[src/rtl/operand_select_stage.sv]
// operand_select_stage -- N:1 word selector with a registered valid/ready
// output stage. The selected word is held across back-pressure, and strict
// FIFO ordering is kept.
//
// Build option: define OPSEL_SKID_EN to get a 2-entry skid buffer with a
// registered in_ready. Without it the design is a single register stage with
// a combinational in_ready.
//
// Parameters
//   WIDTH   data word width
//   NUM_IN  number of input lanes (>= 2)
//   SEL_W   derived select width, max(1, $clog2(NUM_IN)); not overridable
// Ports
//   clk, rst_n          clock, async active-low reset
//   in_valid/in_ready   upstream handshake; sel and data_in are sampled on accept
//   sel                 lane index; lane k = data_in[k*WIDTH +: WIDTH]
//   data_in             flattened input lanes
//   out_valid/out_ready downstream handshake
//   out_data            registered selected word
//   sel_err             sticky flag, set when an accepted sel >= NUM_IN
//   clr_err             synchronous clear of sel_err; a set in the same cycle wins

// Per-lane select: passes its lane through only when it is addressed.
module operand_select_lane #(
  parameter int WIDTH = 32,
  parameter int SEL_W = 2,
  parameter int IDX   = 0
) (
  input  logic [SEL_W-1:0] sel,
  input  logic [WIDTH-1:0] lane,
  output logic [WIDTH-1:0] masked
);
  assign masked = (sel == SEL_W'(IDX)) ? lane : '0;
endmodule

module operand_select_stage #(
  parameter  int WIDTH  = 32,
  parameter  int NUM_IN = 4,
  localparam int SEL_W  = (NUM_IN > 1) ? $clog2(NUM_IN) : 1
) (
  input  logic                    clk,
  input  logic                    rst_n,
  input  logic                    in_valid,
  output logic                    in_ready,
  input  logic [SEL_W-1:0]        sel,
  input  logic [NUM_IN*WIDTH-1:0] data_in,
  output logic                    out_valid,
  input  logic                    out_ready,
  output logic [WIDTH-1:0]        out_data,
  output logic                    sel_err,
  input  logic                    clr_err
);

  localparam logic [SEL_W:0] NUM_IN_W = (SEL_W+1)'(NUM_IN);

  // The encoding lets out_valid (bit 0) and the SKID-mode in_ready (~bit 1)
  // come straight off state flops.
  typedef enum logic [1:0] {
    EMPTY = 2'b00,
    ONE   = 2'b01,
    FULL  = 2'b11
  } state_t;

  state_t state_q, state_d;

  // Lane mux: OR of masked lanes. An out-of-range select matches no lane, so
  // the word falls to zero without extra logic.
  logic [NUM_IN-1:0][WIDTH-1:0] masked;
  logic [WIDTH-1:0]             sel_word;
  logic                         sel_oor;

  for (genvar k = 0; k < NUM_IN; k++) begin : g_lane
    operand_select_lane #(.WIDTH(WIDTH), .SEL_W(SEL_W), .IDX(k)) u_lane (
      .sel    (sel),
      .lane   (data_in[k*WIDTH +: WIDTH]),
      .masked (masked[k])
    );
  end

  always_comb begin
    sel_word = '0;
    for (int k = 0; k < NUM_IN; k++) sel_word |= masked[k];
  end

  assign sel_oor = ({1'b0, sel} >= NUM_IN_W);

  logic accept, pop, load_main;

  assign out_valid = state_q[0];
`ifdef OPSEL_SKID_EN
  assign in_ready  = ~state_q[1];
`else
  assign in_ready  = ~state_q[0] | out_ready;
`endif
  assign accept = in_valid & in_ready;
  assign pop    = out_valid & out_ready;

`ifdef OPSEL_SKID_EN
  logic             load_skid, skid_to_main;
  logic [WIDTH-1:0] skid_q;
`endif

  always_comb begin
    state_d   = state_q;
    load_main = 1'b0;
`ifdef OPSEL_SKID_EN
    load_skid    = 1'b0;
    skid_to_main = 1'b0;
`endif
    case (state_q)
      EMPTY: if (accept) begin
        state_d   = ONE;
        load_main = 1'b1;
      end
      ONE: begin
        // Pass-through: the old word leaves and the new one takes its place.
        if (accept && pop) load_main = 1'b1;
`ifdef OPSEL_SKID_EN
        else if (accept) begin
          state_d   = FULL;
          load_skid = 1'b1;
        end
`endif
        else if (pop) state_d = EMPTY;
      end
`ifdef OPSEL_SKID_EN
      // in_ready is low here, so only a drain can happen.
      FULL: if (pop) begin
        state_d      = ONE;
        skid_to_main = 1'b1;
      end
`endif
      default: state_d = EMPTY;
    endcase
  end

  always_ff @(posedge clk or negedge rst_n) begin
    if (!rst_n) begin
      state_q  <= EMPTY;
      out_data <= '0;
    end else begin
      state_q <= state_d;
      if (load_main) out_data <= sel_word;
`ifdef OPSEL_SKID_EN
      else if (skid_to_main) out_data <= skid_q;
`endif
    end
  end

`ifdef OPSEL_SKID_EN
  always_ff @(posedge clk or negedge rst_n) begin
    if (!rst_n)         skid_q <= '0;
    else if (load_skid) skid_q <= sel_word;
  end
`endif

  always_ff @(posedge clk or negedge rst_n) begin
    if (!rst_n)                 sel_err <= 1'b0;
    else if (accept && sel_oor) sel_err <= 1'b1;
    else if (clr_err)           sel_err <= 1'b0;
  end

endmodule

[config.mk]
export PLATFORM = sky130hd
export DESIGN_NAME = operand_select_stage
export DESIGN_NICKNAME = d
export VERILOG_FILES = /design/src/rtl/operand_select_stage.sv
export SDC_FILE = /design/constraint.sdc
export NUM_CORES = 1
export LEC_CHECK = 0
export ABC_AREA = 1
export BUFFER_PORTS_ARGS = -buffer_cell sky130_fd_sc_hd__buf_4
export CORE_MARGIN = 4
export CORE_UTILIZATION = 37
export CTS_BUF_LIST = sky130_fd_sc_hd__clkbuf_16
export DETAILED_ROUTE_END_ITERATION = 8
export HOLD_SLACK_MARGIN = 0.1
export PLACE_DENSITY_LB_ADDON = 0.25
export SKIP_CTS_REPAIR_TIMING = 1
export SLEW_MARGIN = 20
export SYNTH_ARGS = -nofsm -noshare
export SYNTH_HDL_FRONTEND = slang
export SYNTH_SLANG_ARGS = --single-unit
[constraint.sdc]
create_clock -name clk -period 1 [get_ports clk]
set_input_delay 0.05 -clock clk [delete_from_list [all_inputs] [get_ports clk]]
set_output_delay 0.05 -clock clk [all_outputs]
set_load 0.01 [all_outputs]
==> results_dict.tcl, run 1 <==
set metrics [dict create \
    post_dp_cell_area_sq_um 3670 \
    via_per_inst 4.97 \
    fmax_mhz 901 \
    ys_seq_elements 33 \
    number_of_h_tree_levels 2 \
    placement.io_buffers 167 \
    hold_ws_ns 0.0917 \
    die_height_microns 86.2 \
    fin_setup_tns_ns -2.65 \
    netlist-cell-type-count 11 \
    vias 3047 \
    grt_antenna_before_repair 0 \
    preCtsSetupSlack_ns -0.116 \
    syn-cell-area_sq_um 2260 \
    critPathKind "reg2reg" \
    worstPathRequired_ns 1.16 \
    fin_cells 613 \
    final_core_util 0.676 \
    drive_above_1_share 0.411 \
    reg2reg_setup_slack_ns -0.11 \
    grt_max_degree 34 \
    seq_area_frac_synth 0.365 \
    area_growth_syn_to_layout_pct 76.9 \
    crit-reg2reg-capture "out_data[10]$_DFFE_PN0P_" \
    hold_viol 0 \
    cts_tree "done" \
    worst_hold_path.num_cells 5 \
    r2r_cells 7 \
    fin_nets 672 \
    final.setup.worst_slack_ns -0.109 \
    route.detailed.drc 0 \
    violations "setup timing" \
    maxCapViolCount 0 \
    clock_pin_slew_of_the_registers_on_the_worst_case_setup_and_hold_paths_ns 0.05 \
    die_width_microns 86.2 \
    cts.path.max_buffers 2 \
    hp-class "in2reg" \
    grt_overflow 0 \
    routed_wl_mm 8.83 \
    coreArea_sq_um 5920 \
    yosysWarningCount 0 \
    rsz_0062_raised_after_global_routing "true" \
    fp-row-count 28 \
    critical_path.startpoint_type "register" \
    design_area_sq_um 4010 \
    clock-sinks 33 \
    grt_first_pass_wirelength_mm 13.4 \
    initial_core_util 0.383 \
    setup_viol_count_final 33 \
    cts_root_buffer "sky130_fd_sc_hd__clkbuf_16" \
    critical_path_peak_fanout 8 \
    drt-wirelength-per-cell_microns 14.4 \
    status "finished, violations left" \
    clock_skew_ns 0.00358 \
    timing.final.crit_period_ns 1.11 \
    leakage_nw 2.05 \
    clk-insertion-delay-late_ns 0.27 \
    antenna_left 0 \
    track_usage 0.224 \
    gp_routability_congestion 0.788 \
    synth.net_count 498 \
    whs_endpoint "out_data[14]$_DFFE_PN0P_" \
    antenna_cells 0 \
    detail_route.first_pass.iterations 4 \
    final_count_of_pins_violating_max_slew 0 \
    timing.rr.start "state_q[0]$_DFFE_PN0P_" \
    place.detailed.hpwl_mm 6.52 \
    layout_worst_path_cycle_share 1.11 \
    post-place-cells 598 \
    syn_area_per_cell_sq_um 6.24 \
    boundaryPins 170 \
    max-vdd-ir-drop_uv 733 \
    cp_data_arrival_time_ns 1.27 \
    violation_count_after_the_first_detailed_routing_iteration 128 \
    filler_cell_count 508 \
    post_synth_inst_count 363 \
    end_kind "register" \
    grt_pass1_vias 2937 \
    min-delay-start "data_in[110]" \
    power_density_nw_per_um2 1210 \
    cts_made_buffers 5 \
    report.power.total_mw 4.85 \
    floorplan.die_area_sq_um 7440 \
]
-- cells in the mapped netlist (all sizes together) --
library cell	number	area share
dfrtp	33	0.36
conb	1	0.0017
inv	7	0.012
nand2	80	0.13
nor2	96	0.16
nand3	116	0.26
buf	29	0.071
a21oi	1	0.0022
-- metal layers --
metal | vias to the layer above | track usage | routed length, microns
met5 | - | 0 | 0
met4 | 0 | 0.0722 | 114
met3 | 10 | 0.0485 | 713
met2 | 123 | 0.399 | 4560
met1 | 1391 | 0.269 | 3440
li1 | 1523 | - | -
-- critical path, cell delays in order, from the launching register on --
cell	delay, ns
sky130_fd_sc_hd__dfrtp_1	0.39
sky130_fd_sc_hd__nand2_2	0.10
sky130_fd_sc_hd__nand2_4	0.07
sky130_fd_sc_hd__clkinv_8	0.09
sky130_fd_sc_hd__buf_12	0.13
sky130_fd_sc_hd__nand2_1	0.05
sky130_fd_sc_hd__nor2_1	0.10
sky130_fd_sc_hd__nor2_1	0.06
-- report_power, final --
part	switching [mW]	total (mW)	internal [mW]
sequential	0.126	1.68	1.55
combinational	0.792	1.75	0.956
clock	0.525	1.43	0.902
total	1.44	4.85	3.41
-- logic make-up after synthesis --
kind of cell           after synthesis  share of synthesized area
AOI/OAI and AO/OA                    1                    0.00221
buffers and inverters               36                     0.0823
DFF                                 33                      0.365
other                                1                    0.00166
and+or+nand+nor                    292                      0.549
-- registers in the layout (all words and copies together) (netlist names) --
name / cells
out_data: 32
state_q: 1
-- how the worst max path moves through the flow --
stage,start,to,slack [ns]
final,state_q[0]$_DFFE_PN0P_,out_data[10]$_DFFE_PN0P_,-0.11
after detailed placement,state_q[0]$_DFFE_PN0P_,out_data[16]$_DFFE_PN0P_,-0.12
after global routing,state_q[0]$_DFFE_PN0P_,out_data[10]$_DFFE_PN0P_,-0.24
after global placement,state_q[0]$_DFFE_PN0P_,out_data[8]$_DFFE_PN0P_,-0.06
after floorplan,state_q[0]$_DFFE_PN0P_,out_data[0]$_DFFE_PN0P_,-0.08
after CTS,state_q[0]$_DFFE_PN0P_,out_data[8]$_DFFE_PN0P_,-0.13
-- final cells by class --
type / instances / area, sq um / share of cell area
repair buffers: 196 / 1590 / 0.397
multi-input cells: 294 / 1320 / 0.329
flip-flops and latches: 33 / 826 / 0.206
clock buffers: 5 / 125 / 0.0312
well taps: 75 / 93.8 / 0.0234
inverters: 7 / 38.8 / 0.00968
clock inverters: 3 / 13.8 / 0.00344
-- cell usage in the layout (no fill, tap or decap) --
cell / instances
sky130_fd_sc_hd__dfrtp_1: 33
sky130_fd_sc_hd__buf_6: 1
sky130_fd_sc_hd__clkinv_2: 2
sky130_fd_sc_hd__nor2_1: 87
sky130_fd_sc_hd__inv_2: 4
sky130_fd_sc_hd__clkbuf_16: 8
sky130_fd_sc_hd__nand2_1: 74
sky130_fd_sc_hd__clkinv_8: 1
sky130_fd_sc_hd__nand3_1: 116
sky130_fd_sc_hd__nand2_2: 3
sky130_fd_sc_hd__dlygate4sd3_1: 2
sky130_fd_sc_hd__nor2_4: 3
sky130_fd_sc_hd__nor2_2: 6
sky130_fd_sc_hd__buf_8: 1
sky130_fd_sc_hd__nand2_4: 3
sky130_fd_sc_hd__a21oi_1: 1
sky130_fd_sc_hd__inv_1: 3
sky130_fd_sc_hd__buf_4: 185
sky130_fd_sc_hd__conb_1: 1
sky130_fd_sc_hd__buf_12: 4
No activity file was read; power rests on OpenSTA's default activity.
==> inputs of run 2 (changes only) <==
ABC_AREA = unset   (was 1)
GPL_TIMING_DRIVEN = 0   (was unset)
==> run 2 against run 1 <==
The flow still finishes with violations (setup timing). First-iteration DRC count shrank 70%. Die area grew 0.26%. Clock-buffer cell count is the same. Critical path depth shrank 3. Non-clock buffer count shrank 4. Worst hold slack gained 0.0074 ns. Area after synthesis grew 0.28%. Wire length shrank 13%. Via count shrank 25%. Global-route usage shrank 2.7 points. Critical path type unchanged. Largest cell class unchanged.
==> results_dict.tcl, run 2 <==
set metrics [dict create \
    netlist-cell-type-count 16 \
    critPathTopFamily "simple AND/OR/NAND/NOR gates" \
    via_per_inst 5.18 \
    die_width_microns 86.3 \
    hold_viol 0 \
    fin_cells 443 \
    routed_wl_mm 7.64 \
    crit_slowest_cell "sky130_fd_sc_hd__or3_4" \
    synthMostInstantiatedCell "sky130_fd_sc_hd__mux2i_1" \
    cts_tree "done" \
    fin_nets 502 \
    track_usage 0.197 \
    drt-wirelength-per-cell_microns 17.2 \
    clock-sinks 33 \
    antenna_cells 0 \
    violations "setup timing" \
    detail_route.first_pass.iterations 4 \
    initial_core_util 0.381 \
    clock_pin_slew_of_the_registers_on_the_worst_case_setup_and_hold_paths_ns 0.05 \
    worstPathRequired_ns 1.18 \
    syn_area_per_cell_sq_um 12.0 \
    synth.net_count 324 \
    end_kind "register" \
    largest_register "out_data" \
    report.power.total_mw 4.84 \
    power_density_nw_per_um2 1250 \
    clock_skew_ns 0.00218 \
    seq_area_frac_synth 0.364 \
    cts.path.max_buffers 2 \
    synthFlopType "sky130_fd_sc_hd__dfrtp_1" \
    largest_registers "out_data: 32 flops, state_q: 1 flops" \
    synth_enable_flop_cells 0 \
    area_growth_syn_to_layout_pct 70.5 \
    setup_viol_count_final 33 \
    synth_common_cells "64 x sky130_fd_sc_hd__mux2i_1, 33 x sky130_fd_sc_hd__dfrtp_1, 32 x sky130_fd_sc_hd__o21ai_0" \
    antenna_left 0 \
    synth_top_area_share 0.364 \
    grt_overflow 0 \
    max-vdd-ir-drop_uv 778 \
    cts_made_buffers 5 \
    number_of_h_tree_levels 2 \
    die_height_microns 86.3 \
    gp_routability_congestion 0.775 \
    critPathKind "reg2reg" \
    drive_above_1_share 0.628 \
    layout_worst_path_cycle_share 1.34 \
    post-place-cells 430 \
    final.setup.worst_slack_ns -0.337 \
    final_count_of_pins_violating_max_slew 0 \
    cts_root_buffer "sky130_fd_sc_hd__clkbuf_16" \
    post_synth_inst_count 189 \
    syn-cell-area_sq_um 2270 \
    largest_register_ff_count 32 \
    leakage_nw 1.93 \
    grt_pass1_vias 2471 \
    yosysWarningCount 0 \
    final_common_cell "sky130_fd_sc_hd__buf_4" \
    final_core_util 0.650 \
    critical_path.startpoint_type "register" \
    timing.critical_path.cells "nor2b_4 > or3_4 > buf_12 > o221ai_4" \
    critical_path_peak_fanout 10 \
    synth.area.top_cells "sky130_fd_sc_hd__dfrtp_1 36%, sky130_fd_sc_hd__mux2i_1 28%, sky130_fd_sc_hd__o221ai_2 20%" \
    cp_data_arrival_time_ns 1.52 \
    layout.cells.most_common_list "171 x sky130_fd_sc_hd__buf_4, 64 x sky130_fd_sc_hd__mux2i_1, 33 x sky130_fd_sc_hd__dfrtp_1, 31 x sky130_fd_sc_hd__o21ai_0, 31 x sky130_fd_sc_hd__o221ai_2" \
    netlist.top_cell.by_area "sky130_fd_sc_hd__dfrtp_1" \
    boundaryPins 170 \
    grt_first_pass_wirelength_mm 11.7 \
    grt_antenna_before_repair 0 \
    rsz_0062_raised_after_global_routing "true" \
    route.detailed.drc 0 \
    maxCapViolCount 0 \
    status "finished, violations left" \
    hp-class "in2reg" \
    place.detailed.hpwl_mm 6.05 \
    critical_path_max_stage_delay_ns 0.39 \
    violation_count_after_the_first_detailed_routing_iteration 39 \
    synth_async_sr_flop_share 1.00 \
    fmax_mhz 748 \
    timing.final.crit_period_ns 1.34 \
    vias 2295 \
    clk-insertion-delay-late_ns 0.27 \
    worst-path-buf-inv 1 \
    coreArea_sq_um 5960 \
    ys_seq_elements 33 \
    floorplan.die_area_sq_um 7460 \
    placement.io_buffers 166 \
    grt_max_degree 34 \
    fp-row-count 28 \
]
## run 2: cell count changes after synthesis, moves of 5 or more
| cell | delta |
|---|---|
| sky130_fd_sc_hd__nand2_1 | -79 |
| sky130_fd_sc_hd__clkbuf_1 | +5 |
| sky130_fd_sc_hd__o21ai_0 | +32 |
| sky130_fd_sc_hd__buf_2 | -16 |
| sky130_fd_sc_hd__nand3_1 | -115 |
| sky130_fd_sc_hd__o221ai_2 | +30 |
| sky130_fd_sc_hd__mux2i_1 | +64 |
| sky130_fd_sc_hd__nor2_1 | -95 |
## run 2: final cells by class
cell class              count  area [sq um]
inverters                   2          7.51
repair buffers            172          1300
plain buffers              20           164
flip-flops and latches     33           826
multi-input cells         133          1340
clock buffers               5           125
fillers                   496          2080
clock inverters             3          12.5
well taps                  75          93.8
## run 2: tightest hold or removal path, cell delays in order
cell and delay (ns):
sky130_fd_sc_hd__buf_4 0.07, sky130_fd_sc_hd__mux2i_1 0.07, sky130_fd_sc_hd__o221ai_2 0.14
## run 2: worst paths after layout
| kind | from | endpoint | slack (ns) | depth (start not counted) |
|---|---|---|---|---|
| max | state_q[0]$_DFFE_PN0P_ | out_data[28]$_DFFE_PN0P_ | -0.34 | 4 |
| max in group asynchronous | rst_n | out_data[12]$_DFFE_PN0P_ | 0.43 | 2 |
| min reg2reg | out_data[5]$_DFFE_PN0P_ | out_data[5]$_DFFE_PN0P_ | 0.53 | 2 |
| min in group asynchronous | rst_n | out_data[27]$_DFFE_PN0P_ | 0.26 | 2 |
| max reg2reg | state_q[0]$_DFFE_PN0P_ | out_data[28]$_DFFE_PN0P_ | -0.34 | 4 |
| min | data_in[18] | out_data[18]$_DFFE_PN0P_ | 0.1 | 3 |
## run 2: metal layers
| layer | up-vias | GRT usage | share of wire |
|---|---|---|---|
| li1 | 1101 | - | - |
| met1 | 1079 | 0.213 | 0.37 |
| met2 | 105 | 0.372 | 0.53 |
| met3 | 10 | 0.0494 | 0.084 |
| met4 | 0 | 0.0637 | 0.015 |
| met5 | - | 0 | 0 |
## run 2: kinds of logic (layout without fill, tap and decap cells)
kind of cell | after synthesis | in the layout | synth area share
AOI/OAI and AO/OA | 64 | 64 | 0.277
other | 1 | 1 | 0.00165
buffers and inverters | 23 | 202 | 0.0634
muxes | 64 | 64 | 0.282
and+or+nand+nor | 4 | 4 | 0.0127
DFF | 33 | 33 | 0.364
## run 2: power breakdown
part | total [mW] | internal (mW) | switching [mW]
sequential | 1.66 | 1.55 | 0.111
clock | 1.43 | 0.899 | 0.529
combinational | 1.75 | 0.997 | 0.750
## run 2: per-stage QoR
step	setup WS (ns)	area, sq um	TNS [ns]	hold WS (ns)
global route	-0.397	3870	-12.15	0.117
CTS	-0.372	3760	-11.35	-0.269
finish	-0.337	3870	-9.97	0.0991
global placement	-0.340	3620	-10.30	0.0231
floorplan	-0.319	2280	-9.99	-0.246
detailed placement	-0.356	3620	-10.70	0.0244
